===== src/rtl/store_merge_unit_if.sv =====
// store_merge_unit_if: request/response and memory-port bundle for the store merge unit
interface store_merge_unit_if;
  logic        start;
  logic [2:0]  select;
  logic [63:0] addr;
  logic [63:0] st_data;
  logic        busy;
  logic        done;
  logic        err;
  logic [63:0] mem_addr;
  logic        mem_rd;
  logic [63:0] mem_rdata;
  logic        mem_wr;
  logic [63:0] mem_wdata;
  modport master (
    output start, select, addr, st_data, mem_rdata,
    input  busy, done, err, mem_addr, mem_rd, mem_wr, mem_wdata
  );
  modport slave (
    input  start, select, addr, st_data, mem_rdata,
    output busy, done, err, mem_addr, mem_rd, mem_wr, mem_wdata
  );
endinterface


===== src/rtl/store_merge_unit.sv =====
// store_merge_unit: read-modify-write merge of sb/sh/sw/sd stores into 64-bit memory
module store_merge_unit #(
  parameter int MEM_LAT = 1
) (
  input logic             clk,
  input logic             reset_n,
  store_merge_unit_if.slave bus
);
  typedef enum logic [2:0] {IDLE, RD_WAIT, MERGE, WRITE, DONE} state_t;
  state_t      state;
  logic [1:0]  sel_q;
  logic [2:0]  off_q;
  logic [31:0] data_q;
  logic [2:0]  cnt;
  logic        bad;
  logic [63:0] mask;
  logic [63:0] merged;
  // legality of the incoming request and the byte-lane merge of old data with the latched store
  always_comb begin
    bad = bus.select[2] |
          (bus.select[1:0] == 2'b01 ? bus.addr[0] :
           bus.select[1:0] == 2'b10 ? |bus.addr[1:0] :
           bus.select[1:0] == 2'b11 ? |bus.addr[2:0] : 1'b0);
    mask = sel_q == 2'b00 ? 64'h0000_0000_0000_00ff :
           sel_q == 2'b01 ? 64'h0000_0000_0000_ffff : 64'h0000_0000_ffff_ffff;
    merged = (bus.mem_rdata & ~(mask << {off_q, 3'b000})) |
             (({32'h0, data_q} & mask) << {off_q, 3'b000});
  end
  // transaction FSM with registered handshake and memory-port outputs
  always_ff @(posedge clk or negedge reset_n) begin
    if (!reset_n) begin
      state         <= IDLE;
      sel_q         <= '0;
      off_q         <= '0;
      data_q        <= '0;
      cnt           <= '0;
      bus.busy      <= 1'b0;
      bus.done      <= 1'b0;
      bus.err       <= 1'b0;
      bus.mem_rd    <= 1'b0;
      bus.mem_wr    <= 1'b0;
      bus.mem_addr  <= '0;
      bus.mem_wdata <= '0;
    end else begin
      case (state)
        IDLE: if (bus.start) begin
          sel_q        <= bus.select[1:0];
          off_q        <= bus.addr[2:0];
          data_q       <= bus.st_data[31:0];
          bus.mem_addr <= {bus.addr[63:3], 3'b000};
          bus.busy     <= 1'b1;
          if (bad) begin
            state    <= DONE;
            bus.done <= 1'b1;
            bus.err  <= 1'b1;
          end else if (bus.select[1:0] == 2'b11) begin
            state         <= WRITE;
            bus.mem_wdata <= bus.st_data;
            bus.mem_wr    <= 1'b1;
          end else begin
            state      <= RD_WAIT;
            bus.mem_rd <= 1'b1;
            cnt        <= 3'(MEM_LAT - 1);
          end
        end
        RD_WAIT: begin
          state      <= cnt == 3'd0 ? MERGE : RD_WAIT;
          bus.mem_rd <= cnt != 3'd0;
          cnt        <= cnt == 3'd0 ? cnt : cnt - 3'd1;
        end
        MERGE: begin
          state         <= WRITE;
          bus.mem_wdata <= merged;
          bus.mem_wr    <= 1'b1;
        end
        WRITE: begin
          state      <= DONE;
          bus.mem_wr <= 1'b0;
          bus.done   <= 1'b1;
        end
        DONE: begin
          state    <= IDLE;
          bus.done <= 1'b0;
          bus.err  <= 1'b0;
          bus.busy <= 1'b0;
        end
        default: state <= IDLE;
      endcase
    end
  end
endmodule


===== src/flat_wrapper.sv =====
// flat-port wrapper written by rule: the top's interface ports become plain ports
module store_merge_unit_flat 
#(
  parameter int MEM_LAT = 1
)
  (clk, reset_n, bus_start, bus_select, bus_addr, bus_st_data, bus_mem_rdata, bus_busy, bus_done, bus_err, bus_mem_addr, bus_mem_rd, bus_mem_wr, bus_mem_wdata);
  store_merge_unit_if bus_i ();
  input logic clk;
  input logic reset_n;
  input wire logic [$bits(bus_i.start)-1:0] bus_start;
  input wire logic [$bits(bus_i.select)-1:0] bus_select;
  input wire logic [$bits(bus_i.addr)-1:0] bus_addr;
  input wire logic [$bits(bus_i.st_data)-1:0] bus_st_data;
  input wire logic [$bits(bus_i.mem_rdata)-1:0] bus_mem_rdata;
  output wire logic [$bits(bus_i.busy)-1:0] bus_busy;
  output wire logic [$bits(bus_i.done)-1:0] bus_done;
  output wire logic [$bits(bus_i.err)-1:0] bus_err;
  output wire logic [$bits(bus_i.mem_addr)-1:0] bus_mem_addr;
  output wire logic [$bits(bus_i.mem_rd)-1:0] bus_mem_rd;
  output wire logic [$bits(bus_i.mem_wr)-1:0] bus_mem_wr;
  output wire logic [$bits(bus_i.mem_wdata)-1:0] bus_mem_wdata;
  assign bus_i.start = bus_start;
  assign bus_i.select = bus_select;
  assign bus_i.addr = bus_addr;
  assign bus_i.st_data = bus_st_data;
  assign bus_i.mem_rdata = bus_mem_rdata;
  assign bus_busy = bus_i.busy;
  assign bus_done = bus_i.done;
  assign bus_err = bus_i.err;
  assign bus_mem_addr = bus_i.mem_addr;
  assign bus_mem_rd = bus_i.mem_rd;
  assign bus_mem_wr = bus_i.mem_wr;
  assign bus_mem_wdata = bus_i.mem_wdata;
  store_merge_unit #(.MEM_LAT(MEM_LAT)) u_core (.clk(clk), .reset_n(reset_n), .bus(bus_i));
endmodule

===== config.mk =====
export PLATFORM = sky130hd
export DESIGN_NAME = store_merge_unit_flat
export DESIGN_NICKNAME = d
export VERILOG_FILES = /design/src/rtl/store_merge_unit_if.sv /design/src/rtl/store_merge_unit.sv /design/src/flat_wrapper.sv
export SDC_FILE = /design/constraint.sdc
export NUM_CORES = 1
export LEC_CHECK = 0
export BUFFER_PORTS_ARGS = -buffer_cell sky130_fd_sc_hd__buf_2
export CORE_MARGIN = 4
export CORE_UTILIZATION = 45
export CTS_CLUSTER_DIAMETER = 100
export CTS_CLUSTER_SIZE = 20
export DETAILED_ROUTE_END_ITERATION = 12
export PLACE_DENSITY_LB_ADDON = 0.3
export SLEW_MARGIN = 20
export SYNTH_ARGS = -nofsm -noshare
export SYNTH_HDL_FRONTEND = slang
export SYNTH_SLANG_ARGS = --single-unit

===== constraint.sdc =====
create_clock -name clk -period 1.7 [get_ports clk]
set_input_delay 0.34 -clock clk [delete_from_list [all_inputs] [get_ports clk]]
set_output_delay 0.34 -clock clk [all_outputs]
set_load 0.05 [all_outputs]

* After elaboration in Yosys (flattened, before gate mapping)
Cells that the tools add are included.
Storage, ports and cells: register bits 173, input bits 198, output and inout port bits 133, word-level logic and storage cells 86
Cells by class: add/subtract/negate cells 1, equality and inequality tests 14, shift operators 2, multiplexer cells 33, bitwise logic cells 5, reductions and logical operators 19
Operators with widths (count):
- 64-bit 2-to-1 mux | 4
- 64-bit one-hot mux with 2 select lines | 1
- 64-bit by 6-bit left shift with 64-bit output | 2
- 32-bit by 64-bit bitwise AND with 64-bit output | 1
- 64-bit bitwise AND | 1
- 64-bit inverter | 1
- 64-bit bitwise OR | 1
- 32-bit 2-to-1 mux | 1
- 3-bit 2-to-1 mux | 6
- 1-bit 2-to-1 mux | 12
- 3-bit one-hot mux with 4 select lines | 1
- 4-bit AND reduction | 3
- 3-bit nonzero test | 3
- 2-bit inequality test, second input constant | 4
- 3-bit by 2-bit equality test with 1-bit output, second input constant | 2
- 3-bit zero test | 2
- 1-bit one-hot mux with 2 select lines | 3
- 1-bit one-hot mux with 3 select lines | 2
- 3-bit one-hot mux with 2 select lines | 1
- 3-bit AND reduction | 2
- 2-bit nonzero test | 3
- 5-bit AND reduction | 1
- 2-bit by 1-bit equality test with 1-bit output, second input constant | 2
- 2-bit equality test, second input constant | 2
- 10 further kinds | 13

* Depth between registers and ports, before layout
word-level depth 8, depth in mapped cells 8, gate-level depth less buffers 8

* Worst setup path after synthesis
OpenSTA, ideal clock, no wires.
path type flip-flop to flip-flop, from reg u_core.cnt[0], to reg u_core.cnt[0], arrival time 1580 ps, slack -6 ps, stages on the path, launching flop included 9, path buffers 0, period minus slack after synthesis 1706 ps, path through dfrtp_1 inv_1 ha_1 ha_1 or4b_1 inv_1 a31oi_1 nand2_1 o21ai_0
On the way: cells in the longest elaborated chain, start to end 3
RTL lines:
- start: declaration | line store_merge_unit.sv:14 | logic [2:0] cnt;
- start signal: assignment | line store_merge_unit.sv:63 | cnt <= 3'(MEM_LAT - 1);
- start signal: assignment | line store_merge_unit.sv:69 | cnt <= cnt == 3'd0 ? cnt : cnt - 3'd1;
- 3-bit by 1-bit subtractor with 3-bit output / 3-bit zero test (equally long branches) | line store_merge_unit.sv:69
- 3-bit 2-to-1 mux / 2-bit inequality test (equally long branches)
- 3-bit one-hot mux with 2 select lines / 5-bit AND reduction (equally long branches)
Several ways; a longest one is shown, not always the timed one. The select of a mux whose other input is x is not followed. A chain may end at the register's enable or synchronous reset.

* Final worst setup path
from reg u_core.sel_q[1], to reg u_core.bus.mem_wdata[50]
On the way: cells in the longest elaborated chain, start to end 8
RTL lines:
- start: declaration | line store_merge_unit.sv:11 | logic [1:0] sel_q;
- start signal: assignment | line store_merge_unit.sv:47 | sel_q <= bus.select[1:0];
- 2-bit by 1-bit equality test with 1-bit output | line store_merge_unit.sv:25 | sel_q == 2'b01 ? 64'h0000_0000_0000_ffff : 64'h0000_0000_ffff_ffff;
- 32-bit 2-to-1 mux | line store_merge_unit.sv:25
- 64-bit 2-to-1 mux * | line store_merge_unit.sv:24 | mask = sel_q == 2'b00 ? 64'h0000_0000_0000_00ff :
- 64-bit by 6-bit left shift with 64-bit output | line store_merge_unit.sv:26 | merged = (bus.mem_rdata & ~(mask << {off_q, 3'b000})) |
- 64-bit inverter | line store_merge_unit.sv:26
- 64-bit bitwise AND | line store_merge_unit.sv:26
- 64-bit bitwise OR * | line store_merge_unit.sv:26
- 64-bit one-hot mux with 2 select lines * | line store_merge_unit.sv:45 | case (state)
- end signal: assignment | line store_merge_unit.sv:58 | bus.mem_wdata <= bus.st_data;
- end signal: assignment | line store_merge_unit.sv:73 | bus.mem_wdata <= merged;
- end: declaration | line store_merge_unit_if.sv:21 | output busy, done, err, mem_addr, mem_rd, mem_wr, mem_wdata
Mark *: on every way between the ends. The rest lies on a longest branch, timed or not.

==> results.cfg <==
[power]
p_per_area_nw_per_um2 = 2390
irDropWorstVdd_v = 0.00154
power.leakage_uw = 0.00586

[cells_and_area]
synthToLayoutAreaGrowth_pct = 44.2
nFillCells = 1486
post-route-util_pct = 66.2
nNetsFinal = 1432
stdcell_area_um2 = 12400
drive_gt1_share_pct = 53.0

[floorplan]
die_h_um = 146
start_util_pct = 45.9
coreArea_um2 = 18700
placementRows = 50
floorplan.die.width_um = 146
io_pins = 331
die_area_um2 = 21400

[timing]
fin_ws_ns = -0.0661
timing.final.crit_period_ns = 1.77
clock.fmax_mhz = 566
tns_ns = -0.656
finalClockSkew_ns = 0.00889
hold_viol_final = 0
drv_slew = 0
rsz0062_at_grt = true
fin_crit_sh_pct = 104
setup_viol = 28

[grt]
gr-total-overflow = 0
use_met1_pct = 34.4
top_usage_layer = met2
grt_usage_pct = 27.9
grt_max_degree = 44
use_met2_pct = 46.9
grt_use_met3_pct = 8.38
antenna_found_initial = 7
grt_pass1_vias = 8476
grt_first_pass_wirelength_mm = 47.2

[synthesis]
synthFlopType = dfrtp_1
synth_async_sr_flop_share_pct = 100
ys_warn_count = 0
ys_types = 54
netlist_area_um2 = 8590
synth_edf_count = 0
synth.avg_cell_area_um2 = 10.3
ys_ff_latch = 173
synthCells = 832
seq_area_frac_synth_pct = 50.4

[drt]
drt-total-wl_mm = 31.2
drt-wirelength-per-cell_um = 21.1
num_vias = 8398
vias_per_cell = 5.67
drtAntennaViolNets = 0
drc = 0
first_pass_iters = 5
drtIter0Drc = 797

[worst_hold_path]
hold_path_end = u_core.bus.mem_addr[32]$_DFFE_PN0P_
hold_path.class = in -> reg
whs_path_depth = 2
hp-start = bus_addr[32]

[worst_setup_path]
worst_ep_arrival_time_ns = 2.12
path_depth = 8
worstPathRequired_ns = 2.05
worstReg2RegStart = u_core.sel_q[1]$_DFFE_PN0P_
critPathSlowestCell = dfrtp_1
critPathLaunchType = flip-flop
r2r_slack_ns = -0.07
worstPathCellList = buf_6 > buf_6 > and4b_2 > a221oi_4 > buf_6 > a221oi_2 > o21ai_1 > nor3b_2
cp_top_family = compound AO/OA/AOI/OAI gates
crit_start = u_core.sel_q[1]$_DFFE_PN0P_
crit_top_cell = buf_6
critical_path.max_stage_delay_ns = 0.41
crit_fanout = 5
r2r_cells = 8
critPathBufInv = 3
crit_type = reg -> reg
worst_setup_path_end_kind = flip-flop
r2r_end = u_core.bus.mem_wdata[50]$_DFFE_PN0P_

[clock_network]
clkSinkCount = 173
max-clock-path-buffers = 2
tritoncts = built
htreeDepth = 4
clock_latency_ns = 0.43
cts_made_buffers = 17
root_buffer = clkbuf_16
path_clk_slew_ns = 0.07

[placed_design]
place.gp.congestion = 1.01
hpwl_mm = 23.2
place_ws_ns = -0.190
numPortBuffers = 327
placed_area_um2 = 11100

[outcome]
violations = setup timing
outcome = finished, violations left

[run]
drv_cap = 0
## metrics by stage
step           cells  total power (uW)  hold slack [ns]
6_report        1480             29500            0.132
5_1_grt         1480             30900            0.125
4_1_cts         1464             28400            0.124
3_5_place_dp    1430             23900            0.275
3_3_place_gp    1430             23600            0.275
2_1_floorplan    834             18200           0.0444
## cells in the final DEF (no fill, tap or decap), types with 20 or more instances in the layout
master	count
o21ai_0	85
buf_2	327
mux2i_1	22
inv_1	20
nand2_1	94
nor2_1	33
a221oi_2	32
mux2_2	88
buf_4	82
dfrtp_1	168
o21ai_1	71
## area by class of cell
cell class | count | area (um^2) | area share (%)
clock buffers | 17 | 425 | 3.44
repair buffers | 444 | 2820 | 22.8
multi-input cells | 571 | 4230 | 34.2
flip-flops and latches | 173 | 4340 | 35.0
diodes | 2 | 5.00 | 0.0404
inverters | 25 | 96.3 | 0.778
well taps | 234 | 293 | 2.36
clock inverters | 14 | 180 | 1.45
## synthesized netlist by cell type, drive strengths merged (2+ instances only)
library cell	n	area, um^2
clkbuf	19	73.8
a21o	2	15.0
nor2	36	138
o31ai	2	15.0
a21oi	20	100
a221oi	42	392
mux2i	23	230
and2	2	12.5
a31oi	3	18.8
nand4	2	12.5
inv	25	93.8
nor3	19	116
a22oi	9	72.6
o21a	10	75.1
buf	46	278
mux2	88	991
a211oi	3	22.5
nor3b	7	87.6
nand2	97	364
a222oi	7	70.1
o21ai	165	830
nor2b	5	31.3
dfrtp	173	4330
a221o	2	21.3
ha	2	25.0
o22ai	9	56.3
## sequential cells by signal, summed over array words and instances, names as in the netlist, 2 cells and up
signal,flops
u_core.state,3
u_core.sel_q,2
u_core.cnt,3
u_core.bus.mem_addr,61
u_core.bus.mem_wdata,64
u_core.off_q,3
u_core.data_q,32
## worst max path at each step
stage,to
after CTS,u_core.bus.mem_wdata[51]$_DFFE_PN0P_
final,u_core.bus.mem_wdata[50]$_DFFE_PN0P_
after global routing,u_core.bus.mem_wdata[50]$_DFFE_PN0P_
after global placement,u_core.bus.mem_wdata[63]$_DFFE_PN0P_
after floorplan,u_core.cnt[0]$_DFFE_PN0P_
after detailed placement,u_core.bus.mem_wdata[63]$_DFFE_PN0P_
## per-layer routing
layer / vias to the layer above / routed length [um]
met5: - / 59
met4: 10 / 822
met3: 69 / 3060
met2: 475 / 15400
met1: 4017 / 11900
li1: 3827 / -
## report_power, final
group          internal, uW  total (uW)  switching [uW]
Combinational          6060       17500           11500
Clock                  2340        4130            1790
Sequential             6160        7870            1710
## kinds of logic (layout without fill, tap and decap cells)
group,Yosys count,count (layout),share of synthesized area (%)
AO/OA/AOI/OAI,277,277,20.0
adder cells (fa/ha/maj),2,2,0.291
buffers and inverters,90,500,5.19
flip-flops,173,173,50.4
multiplexers,111,111,14.2
other,1,5,0.0437
AND/OR/NAND/NOR,178,178,9.79
## timing repair
action / in CTS / in global routing
setup buffers: 2 / 12
endpoints found under the hold margin: 30 / 0
gates resized for setup: 42 / 72
pin swaps: 15 / 52
endpoints found under the setup margin: 64 / 132
cloned: 0 / 3
hold buffers: 1 / 0
Power figures use the tool's default switching activity.
